### config.mk
export PLATFORM = sky130hd
export DESIGN_NAME = pipe_field
export DESIGN_NICKNAME = d
export VERILOG_FILES = /design/src/rtl/pipe_field.sv
export SDC_FILE = /design/constraint.sdc
export NUM_CORES = 1
export LEC_CHECK = 0
export CORE_ASPECT_RATIO = 1.2
export CORE_MARGIN = 2
export CORE_UTILIZATION = 55
export DETAILED_ROUTE_END_ITERATION = 16
export PLACE_DENSITY = 0.79
export SLEW_MARGIN = 20
export SYNTH_ARGS = -nofsm -noshare
export SYNTH_HDL_FRONTEND = slang
export SYNTH_SLANG_ARGS = --single-unit
### constraint.sdc
create_clock -name Clock -period 3.1 [get_ports Clock]
set_clock_uncertainty 0.15 [all_clocks]
set_input_delay 0.62 -clock Clock [delete_from_list [all_inputs] [get_ports Clock]]
set_output_delay 0.62 -clock Clock [all_outputs]
set_load 0.1 [all_outputs]
### src/rtl/pipe_field.sv
// pipe_field: scrolling pipe, gap generator, collision detection, score
// counter and IDLE/RUN/DEAD game-state machine for the play field.
module pipe_field #(
  parameter logic [7:0] SCROLL_RATE = 8'd100,
  parameter logic [3:0] GAP_SIZE    = 4'd4,
  parameter logic [3:0] BIRD_COL    = 4'd3
) (
  input  logic       Clock,
  input  logic       Reset,
  input  logic       Enable,
  input  logic       Start,
  input  logic [3:0] BirdY,
  output logic [3:0] PipeX,
  output logic [3:0] GapTop,
  output logic [7:0] Score,
  output logic       Running,
  output logic       GameOver,
  output logic       Crash
);

  typedef enum logic [1:0] {
    IDLE = 2'd0,
    RUN  = 2'd1,
    DEAD = 2'd2
  } state_t;

  state_t      state;
  state_t      state_nxt;
  logic [7:0]  tick_cnt;
  logic [7:0]  lfsr;
  logic [3:0]  pipe_x;
  logic [3:0]  gap_top;
  logic [7:0]  score;
  logic        crash_r;

  logic        hit;
  logic        tick;
  logic        lfsr_fb;
  logic [3:0]  new_gap;
  logic [4:0]  bird_y5;
  logic [4:0]  gap_lo;
  logic [4:0]  gap_hi;

  // Score increment that sticks at the 8-bit ceiling.
  function automatic logic [7:0] sat_inc(input logic [7:0] v);
    return (v == 8'hFF) ? v : v + 8'd1;
  endfunction

  // Gap bounds widened to 5 bits so GapTop+GAP_SIZE-1 cannot wrap.
  assign bird_y5 = {1'b0, BirdY};
  assign gap_lo  = {1'b0, gap_top};
  assign gap_hi  = gap_lo + {1'b0, GAP_SIZE} - 5'd1;

  assign hit = (BirdY == 4'd15) ||
               ((pipe_x == BIRD_COL) && ((bird_y5 < gap_lo) || (bird_y5 > gap_hi)));

  assign tick    = (tick_cnt >= SCROLL_RATE);
  assign lfsr_fb = lfsr[7] ^ lfsr[5] ^ lfsr[4] ^ lfsr[3];
  assign new_gap = {1'b0, lfsr[2:0]} + 4'd2;

  // Game-state register; only moves on enabled cycles.
  always_ff @(posedge Clock) begin
    if (Reset) begin
      state <= IDLE;
    end else if (Enable) begin
      state <= state_nxt;
    end
  end

  // Next-state decode: Start toggles IDLE->RUN and DEAD->IDLE, a hit ends RUN.
  always_comb begin
    state_nxt = state;
    case (state)
      IDLE:    if (Start) state_nxt = RUN;
      RUN:     if (hit)   state_nxt = DEAD;
      DEAD:    if (Start) state_nxt = IDLE;
      default: state_nxt = IDLE;
    endcase
  end

  // Field state: LFSR, scroll counter, pipe position/gap, score and crash flag.
  always_ff @(posedge Clock) begin
    if (Reset) begin
      lfsr     <= 8'hA5;
      tick_cnt <= 8'd0;
      pipe_x   <= 4'd15;
      gap_top  <= 4'd6;
      score    <= 8'd0;
      crash_r  <= 1'b0;
    end else begin
      crash_r <= 1'b0;
      if (Enable) begin
        lfsr <= {lfsr[6:0], lfsr_fb};
        case (state)
          IDLE: begin
            tick_cnt <= 8'd0;
          end
          RUN: begin
            // A hit freezes the field even when a scroll tick lands on the same cycle.
            if (hit) begin
              crash_r <= 1'b1;
            end else if (tick) begin
              tick_cnt <= 8'd0;
              if (pipe_x == BIRD_COL) score <= sat_inc(score);
              if (pipe_x == 4'd0) begin
                pipe_x  <= 4'd15;
                gap_top <= new_gap;
              end else begin
                pipe_x <= pipe_x - 4'd1;
              end
            end else begin
              tick_cnt <= tick_cnt + 8'd1;
            end
          end
          DEAD: begin
            // Returning to IDLE restores the start-of-game field; the LFSR keeps running.
            if (Start) begin
              pipe_x   <= 4'd15;
              gap_top  <= 4'd6;
              score    <= 8'd0;
              tick_cnt <= 8'd0;
            end
          end
          default: begin
            tick_cnt <= 8'd0;
          end
        endcase
      end
    end
  end

  assign PipeX    = pipe_x;
  assign GapTop   = gap_top;
  assign Score    = score;
  assign Running  = (state == RUN);
  assign GameOver = (state == DEAD);
  assign Crash    = crash_r & Enable;

endmodule
==> Yosys cells after proc, flatten, opt, wreduce, memory -nomap -nowiden <==
Cells that the tools add are included.
{ "classes": {"add_sub_neg": 6, "n_lt_le_gt_ge": 3, "n_eq_ne": 13, "muxes": 24, "n_bitwise": 6, "n_reduce_logical": 12} }
{ "op_table": {"columns": ["cell", "n"], "rows": [
  ["$mux W8", 7],
  ["$mux W4", 8],
  ["$pmux W8 S2", 2],
  ["$add A8 B1 Y8 const B", 2],
  ["$pmux W4 S2", 2],
  ["$eq A8 B8 Y1 const B", 1],
  ["$ge A8 B7 Y1 const B", 1],
  ["$ne A2 B1 Y1 const B", 4],
  ["$ne A2 B2 Y1 const B", 4],
  ["$reduce_and A7 Y1", 1],
  ["$mux W2", 3],
  ["$pmux W2 S3", 1],
  ["$reduce_and A6 Y1", 1],
  ["$add A4 B3 Y5 const B", 1],
  ["$gt A4 B5 Y1", 1],
  ["$reduce_and A5 Y1", 1],
  ["$sub A5 B1 Y5 const B", 1],
  ["$add A3 B2 Y4 const B", 1],
  ["$eq A4 B2 Y1 const B", 1],
  ["$eq A4 B4 Y1 const B", 1],
  ["$logic_not A4 Y1", 1],
  ["$lt A4 B4 Y1", 1],
  ["$reduce_and A4 Y1", 1],
  ["$sub A4 B1 Y4 const B", 1],
  ["12 further kinds", 16]
]} }
{ "totals": {"regBits": 35, "in_bits": 8, "out_inout_bits": 19, "word_cells": 71} }

==> Depth between registers and ports, before layout <==
Gate-level depths: netlist of run 1.
{ "depth": {"ltp_word": 8, "ltp_mapped": 11, "depth_no_buf": 10} }

==> Least setup slack after synthesis of run 1 <==
OpenSTA, ideal clock, no wires.
{ "synth_timing": {"kind": "reg2reg", "startpoint": "register gap_top[0] (netlist: GapTop[0])", "endpoint": "register score[0] (netlist: Score[0])", "setup_time_ns": 0.071, "arrival_ns": 2.921, "required_ns": 2.879, "path_slack_ns": -0.041, "stages_incl_launch_ff": 11, "n_path_buf": 1, "synth_period_minus_slack_ns": 3.141, "path_cell_list": "dfxtp_1 inv_1 ha_1 ha_1 nor2b_1 o211ai_1 a21o_2 a31oi_1 buf_2 or4_1 a21oi_1"} }
{ "synth_between": {"elab_chain_cells": 8, "word_cells_on_any_way": 9, "classes_between": "2 x add/sub; 2 x order compare; 1 x eq/ne; 4 x reduce/logical"} }
{ "synth_lines": {"columns": ["element", "line_no", "text"], "rows": [
  ["start, declared", "32", "logic [3:0] gap_top;"],
  ["start signal, assigned", "107", "gap_top <= new_gap;"],
  ["$add A4 B3 Y5", "52", "assign gap_hi = gap_lo + {1'b0, GAP_SIZE} - 5'd1;"],
  ["$sub A5 B1 Y5", "52", null],
  ["$gt A4 B5 Y1", "55", "((pipe_x == BIRD_COL) && ((bird_y5 < gap_lo) || (bird_y5 > gap_hi)));"],
  ["$logic_or A1 B1 Y1 (*)", "55", null],
  ["$logic_and A1 B1 Y1 (*)", "55", null],
  ["$logic_or A1 B1 Y1 (*)", "54", "assign hit = (BirdY == 4'd15) ||"],
  ["$ne A2 B2 Y1 (no line) (*)", null, null],
  ["$reduce_and A7 Y1 (no line) (*)", null, null],
  ["end signal, assigned", "104", "if (pipe_x == BIRD_COL) score <= sat_inc(score);"],
  ["end, declared", "33", "logic [7:0] score;"]
]} }
Every way passes the cells marked *; elsewhere a longest branch is shown, timed or not.
A chain may end at the register's enable or synchronous reset.

==> Worst setup path after layout of run 1 <==
{ "layout_timing": {"startpoint": "input port BirdY[1]", "endpoint": "register score[0] (netlist: Score[0])"} }
{ "layout_between": {"elab_chain_cells": 6, "word_cells_on_any_way": 8, "classes_between": "2 x order compare; 2 x eq/ne; 4 x reduce/logical"} }
{ "layout_lines": {"columns": ["element", "line_no", "text"], "rows": [
  ["start, declared", "12", "input logic [3:0] BirdY,"],
  ["$gt A4 B5 Y1 / $lt A4 B4 Y1 (equally long branches)", "55", null],
  ["$logic_or A1 B1 Y1", "55", null],
  ["$logic_and A1 B1 Y1", "55", null],
  ["$logic_or A1 B1 Y1 (*)", "54", null],
  ["$ne A2 B2 Y1 (no line) (*)", null, null],
  ["$reduce_and A7 Y1 (no line) (*)", null, null]
]} }
Marked as above.

==> impl_metrics.tcl, run 1 <==
set metrics [dict create \
    outcome "completed" \
    setup_ws_ns 0.353 \
    worst_slew_pin_slew_ns 0.592 \
    rsz0062_at_grt "no" \
    fin_util_pct 68.0 \
    yosys.cell_types.count 58 \
    diodes 0 \
    die_x_microns 60.4 \
    crit_slowest_cell "clkdlybuf4s50_1" \
    tns_ns 0 \
    area_growth_syn_to_layout_pct 18.0 \
    finalCritPeriodShare_pct 88.6 \
    post_cts_buffers 0 \
    hold_slack_ns 0.337 \
    powerDensity_mw_per_mm2 444 \
    clock_latency_ns 0.29 \
    ioPinCount 27 \
    synth_nets 268 \
    ys_top_cells_by_count "dfxtp_1, nor2_1, o21ai_0" \
    drv_cap 0 \
    antenna_left 0 \
    p_total_uw 1100 \
    yosysMostFrequentCell "dfxtp_1" \
    synth_area_sq_mm 0.00210 \
    grt_first_pass_wirelength_microns 8000 \
    critPathLaunchType "input pin" \
    post_cts_resized 0 \
    hold_violations 0 \
    hold_buffers 0 \
    route.detailed.drc 0 \
    crit_type "in -> reg" \
    max_freq_mhz 364 \
    hold_path_depth 2 \
    clockBufferDepth 2 \
    yosys_register_bits 35 \
    worstPathMaxFanout 12 \
    hp-class "reg -> reg" \
    drive_above_1_share_pct 15.9 \
    grt_max_degree 32 \
    yosys.area.top_type "dfxtp_1" \
    start_util_pct 57.7 \
    slew_violations 0 \
    placementRows 24 \
    ys_seq_area_share_pct 33.4 \
    die-area_sq_mm 0.00432 \
    synth_area_leaders "dfxtp_1, ha_1, o21ai_0" \
    tritoncts "done" \
    slowest_delay_ns 0.45 \
    first_global_vias 1827 \
    vias 1887 \
    gp_congestion 0.842 \
    slew_headroom_pct 60.4 \
    antenna_found_initial 0 \
    drtIter0Drc 84 \
    synth_flop_cell "dfxtp_1" \
    viasPerCell 5.84 \
    routedWlPerCell_microns 14.5 \
    cts_buffers 5 \
    setup_viol 0 \
    grt_overflow 0 \
    wirelength_microns 4680 \
    syn_inst 244 \
    dp_hpwl_microns 3340 \
    yosysWarnings 0 \
    crit_chain "clkdlybuf4s50_1 > ha_1 > nor2b_1 > o211ai_1 > a21o_2 > a31oi_1 > buf_4 > or4_1 > a21oi_1" \
    die_h_microns 71.6 \
    vdd_ir_drop_max_mv 0.489 \
    track_usage_pct 23.7 \
    synth_edf_count 0 \
    end_kind "flip-flop" \
    ys_async_sr_fraction_pct 0 \
    period_needed_ns 2.75 \
    crit_arrival_ns 2.82 \
    port_buffers 26 \
    reg2reg_depth 10 \
    fillers 317 \
    worstPathRequired_ns 3.17 \
    firstDrtPassIters 4 \
    cts_root_buffer "clkbuf_8" \
    place_ws_ns 0.0507 \
    syn_area_per_cell_sq_um 8.59 \
    cts.htree.levels 2 \
    synth.top_cell.area_share_pct 33.4 \
    fin_nets 294 \
    cts_sinks 35 \
    core_area_sq_mm 0.00363 \
    leakagePower_uw 0.00103 \
    path_clk_slew_ns 0.07 \
]
## cell families (layout without fill, tap and decap cells)
family,after synthesis,count (layout),synth area share (%)
mux,7,7,3.34
xor+xnor,5,5,2.09
simple gates,80,80,20.9
buf+inv,26,53,6.09
compound gates,75,75,24.6
flops,35,35,33.4
fa+ha+maj,16,16,9.55
## critical path: cells and delay by family
kind | cells | cell delay, ns
AOI/OAI and AO/OA | 4 | 0.70
buffers and inverters | 2 | 0.64
and+or+nand+nor | 2 | 0.53
adders and majority gates | 1 | 0.33
## cells in the final DEF, fill, tap and decap left out, drive strengths merged, types with 6 or more instances in the layout
cell type	count
and3	7
nand2	13
nand3	8
inv	13
clkbuf	6
mux2i	7
dfxtp	35
nor2	22
clkdlybuf4s50	7
a31oi	6
o21ai	19
buf	24
a21oi	13
ha	16
## worst paths after layout
kind	startpoint	end	slack [ns]
worst max-delay path	BirdY[1]	Score[0]	0.35
worst min-delay path	tick_cnt[0]	tick_cnt[0]	0.34
worst max register to register	GapTop[1]	Score[0]	0.42
worst min register to register	tick_cnt[0]	tick_cnt[0]	0.34
## report_power, final
part | switching [uW] | internal [uW] | leakage [uW] | total [uW]
Sequential | 20.0 | 466 | 0.000285 | 486
Clock | 168 | 260 | 0.0000612 | 428
Combinational | 120 | 64.4 | 0.000684 | 184
## sequential cells by signal, indices dropped and copies added (netlist names)
signal	flops
Score	8
GapTop	4
PipeX	4
state	2
lfsr	8
tick_cnt	8
crash_r	1
## layer usage
layer | up-vias | GRT usage [%] | part of all wire, %
li1 | 951 | - | -
met1 | 878 | 31.4 | 47
met2 | 52 | 38.8 | 48
met3 | 6 | 4.33 | 4.1
met4 | 0 | 7.41 | 1.2
met5 | - | 0 | 0
## cell type report
class	instances	area, sq um	area share (%)
clock buffer	6	82.6	3.34
tap	52	65.1	2.63
sequential	35	702	28.4
inverter	14	57.6	2.33
timing repair buffer	31	263	10.6
multi-input combinational	183	1270	51.3
clock inverter	2	35.0	1.42
## per-stage QoR
step           std cells  cell area (sq um)
2_1_floorplan        244               2100
3_3_place_gp         315               2350
3_5_place_dp         315               2350
4_1_cts              323               2470
5_1_grt              323               2470
6_report             323               2470
(Power assumes the default switching activity.)
==> run 2: changes to the inputs <==
CORE_UTILIZATION = 59   (was 55)
CTS_CLUSTER_SIZE = 25   (was unset)
PLACE_DENSITY = 0.84   (was 0.79)
clock period = 3.2 ns   (was 3.1 ns; I/O delays follow)
==> impl_metrics.tcl, run 2 (synthesis results as in run 1) <==
set metrics [dict create \
    finalCritPeriodShare_pct 87.3 \
    route.met3.wl_microns 156 \
    diodes 0 \
    routedWlPerCell_microns 15.5 \
    die_x_microns 58.4 \
    grt_first_pass_wirelength_microns 7980 \
    hold_violations 0 \
    layout_common_cells "dfxtp_1, nor2_1, buf_4, o21ai_0, ha_1" \
    vias 1881 \
    first_global_vias 1864 \
    grt_max_degree 28 \
    tns_ns 0 \
    slew_violations 0 \
    cts_buffers 5 \
    crit_slowest_cell "clkdlybuf4s50_1" \
    critPathLaunchType "input pin" \
    drive_above_1_share_pct 14.5 \
    antenna_left 0 \
    area_growth_syn_to_layout_pct 14.7 \
    cts.htree.levels 2 \
    max_freq_mhz 358 \
    post_cts_buffers 0 \
    dp_hpwl_microns 3450 \
    die_h_microns 69.3 \
    hold_path_depth 2 \
    wl_met2_microns 2380 \
    firstDrtPassIters 4 \
    final_cells 306 \
    fin_nets 292 \
    powerDensity_mw_per_mm2 398 \
    crit_type "in -> reg" \
    route.detailed.drc 0 \
    worstPathMaxFanout 8 \
    period_needed_ns 2.79 \
    slowest_delay_ns 0.48 \
    hold_slack_ns 0.333 \
    track_usage_pct 25.0 \
    reg2reg_to "Score[0]" \
    core_area_sq_mm 0.00337 \
    crit_arrival_ns 2.86 \
    vdd_ir_drop_max_mv 0.445 \
    tritoncts "done" \
    antenna_found_initial 0 \
    start_util_pct 62.2 \
    wl_met1_microns 2120 \
    regArea_sq_um 701 \
    viasPerCell 6.15 \
    port_buffers 26 \
    hold_end "lfsr[7]" \
    wirelength_microns 4730 \
    hold_start "lfsr[6]" \
    crit_path_frequent_cell "a21oi_1" \
    placementRows 23 \
    drv_cap 0 \
    path_clk_slew_ns 0.07 \
    slew_headroom_pct 70.6 \
    crit_chain "clkdlybuf4s50_1 > inv_1 > ha_1 > nand2b_1 > a21oi_1 > o21a_1 > nand4_2 > or3b_1 > a21oi_1" \
    final_common_cell "dfxtp_1" \
    rsz0062_at_grt "no" \
    clock_latency_ns 0.29 \
    ioPinCount 27 \
    dp.cells 298 \
    drtIter0Drc 77 \
    routed.top_layer "met4" \
    hold_buffers 0 \
    end_kind "flip-flop" \
    leakagePower_uw 0.00100 \
    worst_slew_pin_slew_ns 0.440 \
    grt_overflow 0 \
    gp_congestion 0.911 \
    clockBufferDepth 2 \
    reg2reg_depth 10 \
    die-area_sq_mm 0.00405 \
    cts_root_buffer "clkbuf_8" \
    outcome "completed" \
    multi_input_area_sq_mm 0.00127 \
    setup_viol 0 \
    fillers 276 \
    p_total_uw 956 \
    cts_sinks 35 \
    post_cts_resized 0 \
    rrSetupSlack_ns 0.45 \
    worstPathRequired_ns 3.26 \
    r2r_start "GapTop[0]" \
    hp-class "reg -> reg" \
]
run 2: cell type report:
type,count,area share (%)
clock inverters,2,0.520
inverters,14,2.39
well taps,37,1.93
multi-input cells,183,52.7
repair buffers,29,10.3
flip-flops and latches,35,29.1
clock buffers,6,3.02
run 2: through the flow:
stage	worst slack (ns)	utilization [%]	area, sq um
finish	0.406	71.4	2400
global route	0.248	71.4	2400
CTS	0.437	71.4	2400
detailed placement	0.122	68.9	2320
global placement	0.173	68.9	2320
floorplan	0.0589	-	2100
run 2: worst max-delay path: cells and delay by family:
| kind | cells | cell delay (ns) |
|---|---|---|
| buffers and inverters | 2 | 0.54 |
| and+or+nand+nor | 3 | 0.77 |
| adders and majority gates | 1 | 0.18 |
| AOI/OAI and AO/OA | 3 | 0.72 |
run 2: routing by layer:
layer / track usage, % / vias to the layer above
li1: - / 946
met1: 30.4 / 894
met2: 41.4 / 33
met3: 5.04 / 8
met4: 11.1 / 0
met5: 0 / -
run 2: worst max path at each step:
stage | slack [ns] | cells after the start | end | start
after floorplan | 0.06 | 10 | Score[0] | GapTop[0]
after global placement | 0.17 | 9 | tick_cnt[2] | BirdY[0]
after detailed placement | 0.12 | 9 | tick_cnt[2] | BirdY[0]
after CTS | 0.44 | 9 | tick_cnt[2] | BirdY[0]
after global routing | 0.25 | 9 | tick_cnt[3] | BirdY[0]
final | 0.41 | 9 | tick_cnt[4] | BirdY[0]
run 2: power breakdown:
| part | switching [uW] | total (uW) | internal, uW |
|---|---|---|---|
| Clock | 157 | 309 | 152 |
| Sequential | 19.8 | 471 | 452 |
| Combinational | 116 | 175 | 59.9 |
==> run 3: changes to the inputs <==
CORE_UTILIZATION = 55   (was 59)
PLACE_DENSITY = 0.79   (was 0.84)
==> impl_metrics.tcl, run 3 (synthesis results as in run 1) <==
set metrics [dict create \
    r2r_start "GapTop[0]" \
    cts_sinks 35 \
    outcome "completed" \
    post_cts_buffers 0 \
    rrSetupSlack_ns 0.53 \
    die_x_microns 60.4 \
    antenna_found_initial 0 \
    slew_violations 0 \
    grt_first_pass_wirelength_microns 7580 \
    core_area_sq_mm 0.00363 \
    fillers 326 \
    use_met1_pct 30.0 \
    cts_root_buffer "clkbuf_8" \
    worstPathRequired_ns 3.27 \
    p_total_uw 958 \
    worst_slew_pin_slew_ns 0.473 \
    end_kind "flip-flop" \
    path_clk_slew_ns 0.07 \
    hp-class "reg -> reg" \
    hold_violations 0 \
    finalCritPeriodShare_pct 85.7 \
    layout_common_cells "dfxtp_1, nor2_1, buf_4, o21ai_0, ha_1" \
    die-area_sq_mm 0.00432 \
    worstPathMaxFanout 8 \
    crit_type "in -> reg" \
    rsz0062_at_grt "no" \
    clockBufferDepth 2 \
    use_met2_pct 35.3 \
    regArea_sq_um 701 \
    grt_busiest_layer "met2" \
    multi_input_area_sq_mm 0.00127 \
    crit_arrival_ns 2.82 \
    area_growth_syn_to_layout_pct 16.0 \
    routedWlPerCell_microns 14.3 \
    cts.htree.levels 2 \
    grt_max_degree 32 \
    fin_nets 293 \
    hold_start "lfsr[6]" \
    hold_end "lfsr[7]" \
    setup_viol 0 \
    hold_buffers 0 \
    firstDrtPassIters 7 \
    slew_headroom_pct 68.5 \
    leakagePower_uw 0.00101 \
    clock_latency_ns 0.29 \
    tritoncts "done" \
    post_cts_resized 0 \
    drv_cap 0 \
    period_needed_ns 2.74 \
    wirelength_microns 4610 \
    reg2reg_depth 10 \
    ioPinCount 27 \
    vias 1899 \
    reg2reg_to "Score[0]" \
    grt_overflow 0 \
    dp_hpwl_microns 3310 \
    die_h_microns 71.6 \
    track_usage_pct 22.7 \
    hold_path_depth 2 \
    final_common_cell "dfxtp_1" \
    antenna_left 0 \
    powerDensity_mw_per_mm2 394 \
    port_buffers 26 \
    grtUsageMet3_pct 5.05 \
    gp_congestion 0.852 \
    max_freq_mhz 364 \
    cts_buffers 5 \
    drtIter0Drc 91 \
    placementRows 24 \
    fin_util_pct 66.9 \
    vdd_ir_drop_max_mv 0.320 \
    start_util_pct 57.7 \
    viasPerCell 5.90 \
    first_global_vias 1672 \
    tns_ns 0 \
    diodes 0 \
    route.detailed.drc 0 \
    critPathLaunchType "input pin" \
    drive_above_1_share_pct 14.8 \
]
==> run 3: cell types whose count changed in the layout (fill, tap and decap cells not counted), sizes merged <==
cell  delta
buf      +1
==> run 3: final cells by class <==
| type | instances | share of cell area [%] |
|---|---|---|
| Tap cell | 52 | 2.68 |
| Timing Repair Buffer | 30 | 10.5 |
| Multi-Input combinational cell | 183 | 52.1 |
| Clock buffer | 6 | 2.99 |
| Inverter | 14 | 2.37 |
| Clock inverter | 2 | 0.515 |
| Sequential cell | 35 | 28.8 |
==> run 3: worst max-delay path by stage <==
| stage | from | to | slack (ns) | cells after the start |
|---|---|---|---|---|
| 2_1_floorplan | GapTop[0] | Score[0] | 0.06 | 10 |
| 3_3_place_gp | BirdY[1] | Score[0] | 0.24 | 9 |
| 3_5_place_dp | BirdY[1] | Score[0] | 0.18 | 9 |
| 4_1_cts | BirdY[0] | tick_cnt[2] | 0.47 | 9 |
| 5_1_grt | BirdY[0] | tick_cnt[4] | 0.29 | 9 |
| 6_report | BirdY[0] | tick_cnt[2] | 0.46 | 9 |
==> run 3: through the flow <==
step	cell area, sq um	cells	worst slack, ns	hold slack, ns
after CTS	2430	322	0.473	0.330
after global routing	2430	322	0.285	0.353
final	2430	322	0.456	0.328
after detailed placement	2350	314	0.182	0.313
after global placement	2350	314	0.236	0.309
after floorplan	2100	244	0.0589	0.295
==> run 3: worst max-delay path, stage by stage <==
cell             delay, ns
clkdlybuf4s50_1       0.48
inv_1                 0.06
ha_1                  0.19
nand2b_1              0.14
a21oi_1               0.22
o21a_1                0.34
nand4_2               0.20
or3b_1                0.42
a21oi_1               0.12
==> run 3: routing by layer <==
metal / wire length, microns / vias up
met5: 0 / -
met4: 95 / 0
met3: 219 / 11
met2: 2130 / 56
met1: 2170 / 880
li1: - / 952
==> run 3: power by group <==
part           switching [uW]  leakage [uW]  internal [uW]  total (uW)
registers                18.6      0.000285            452         470
logic                     116      0.000679           60.3         177
clock network             159     0.0000412            152         311
total                     294       0.00101            664         958
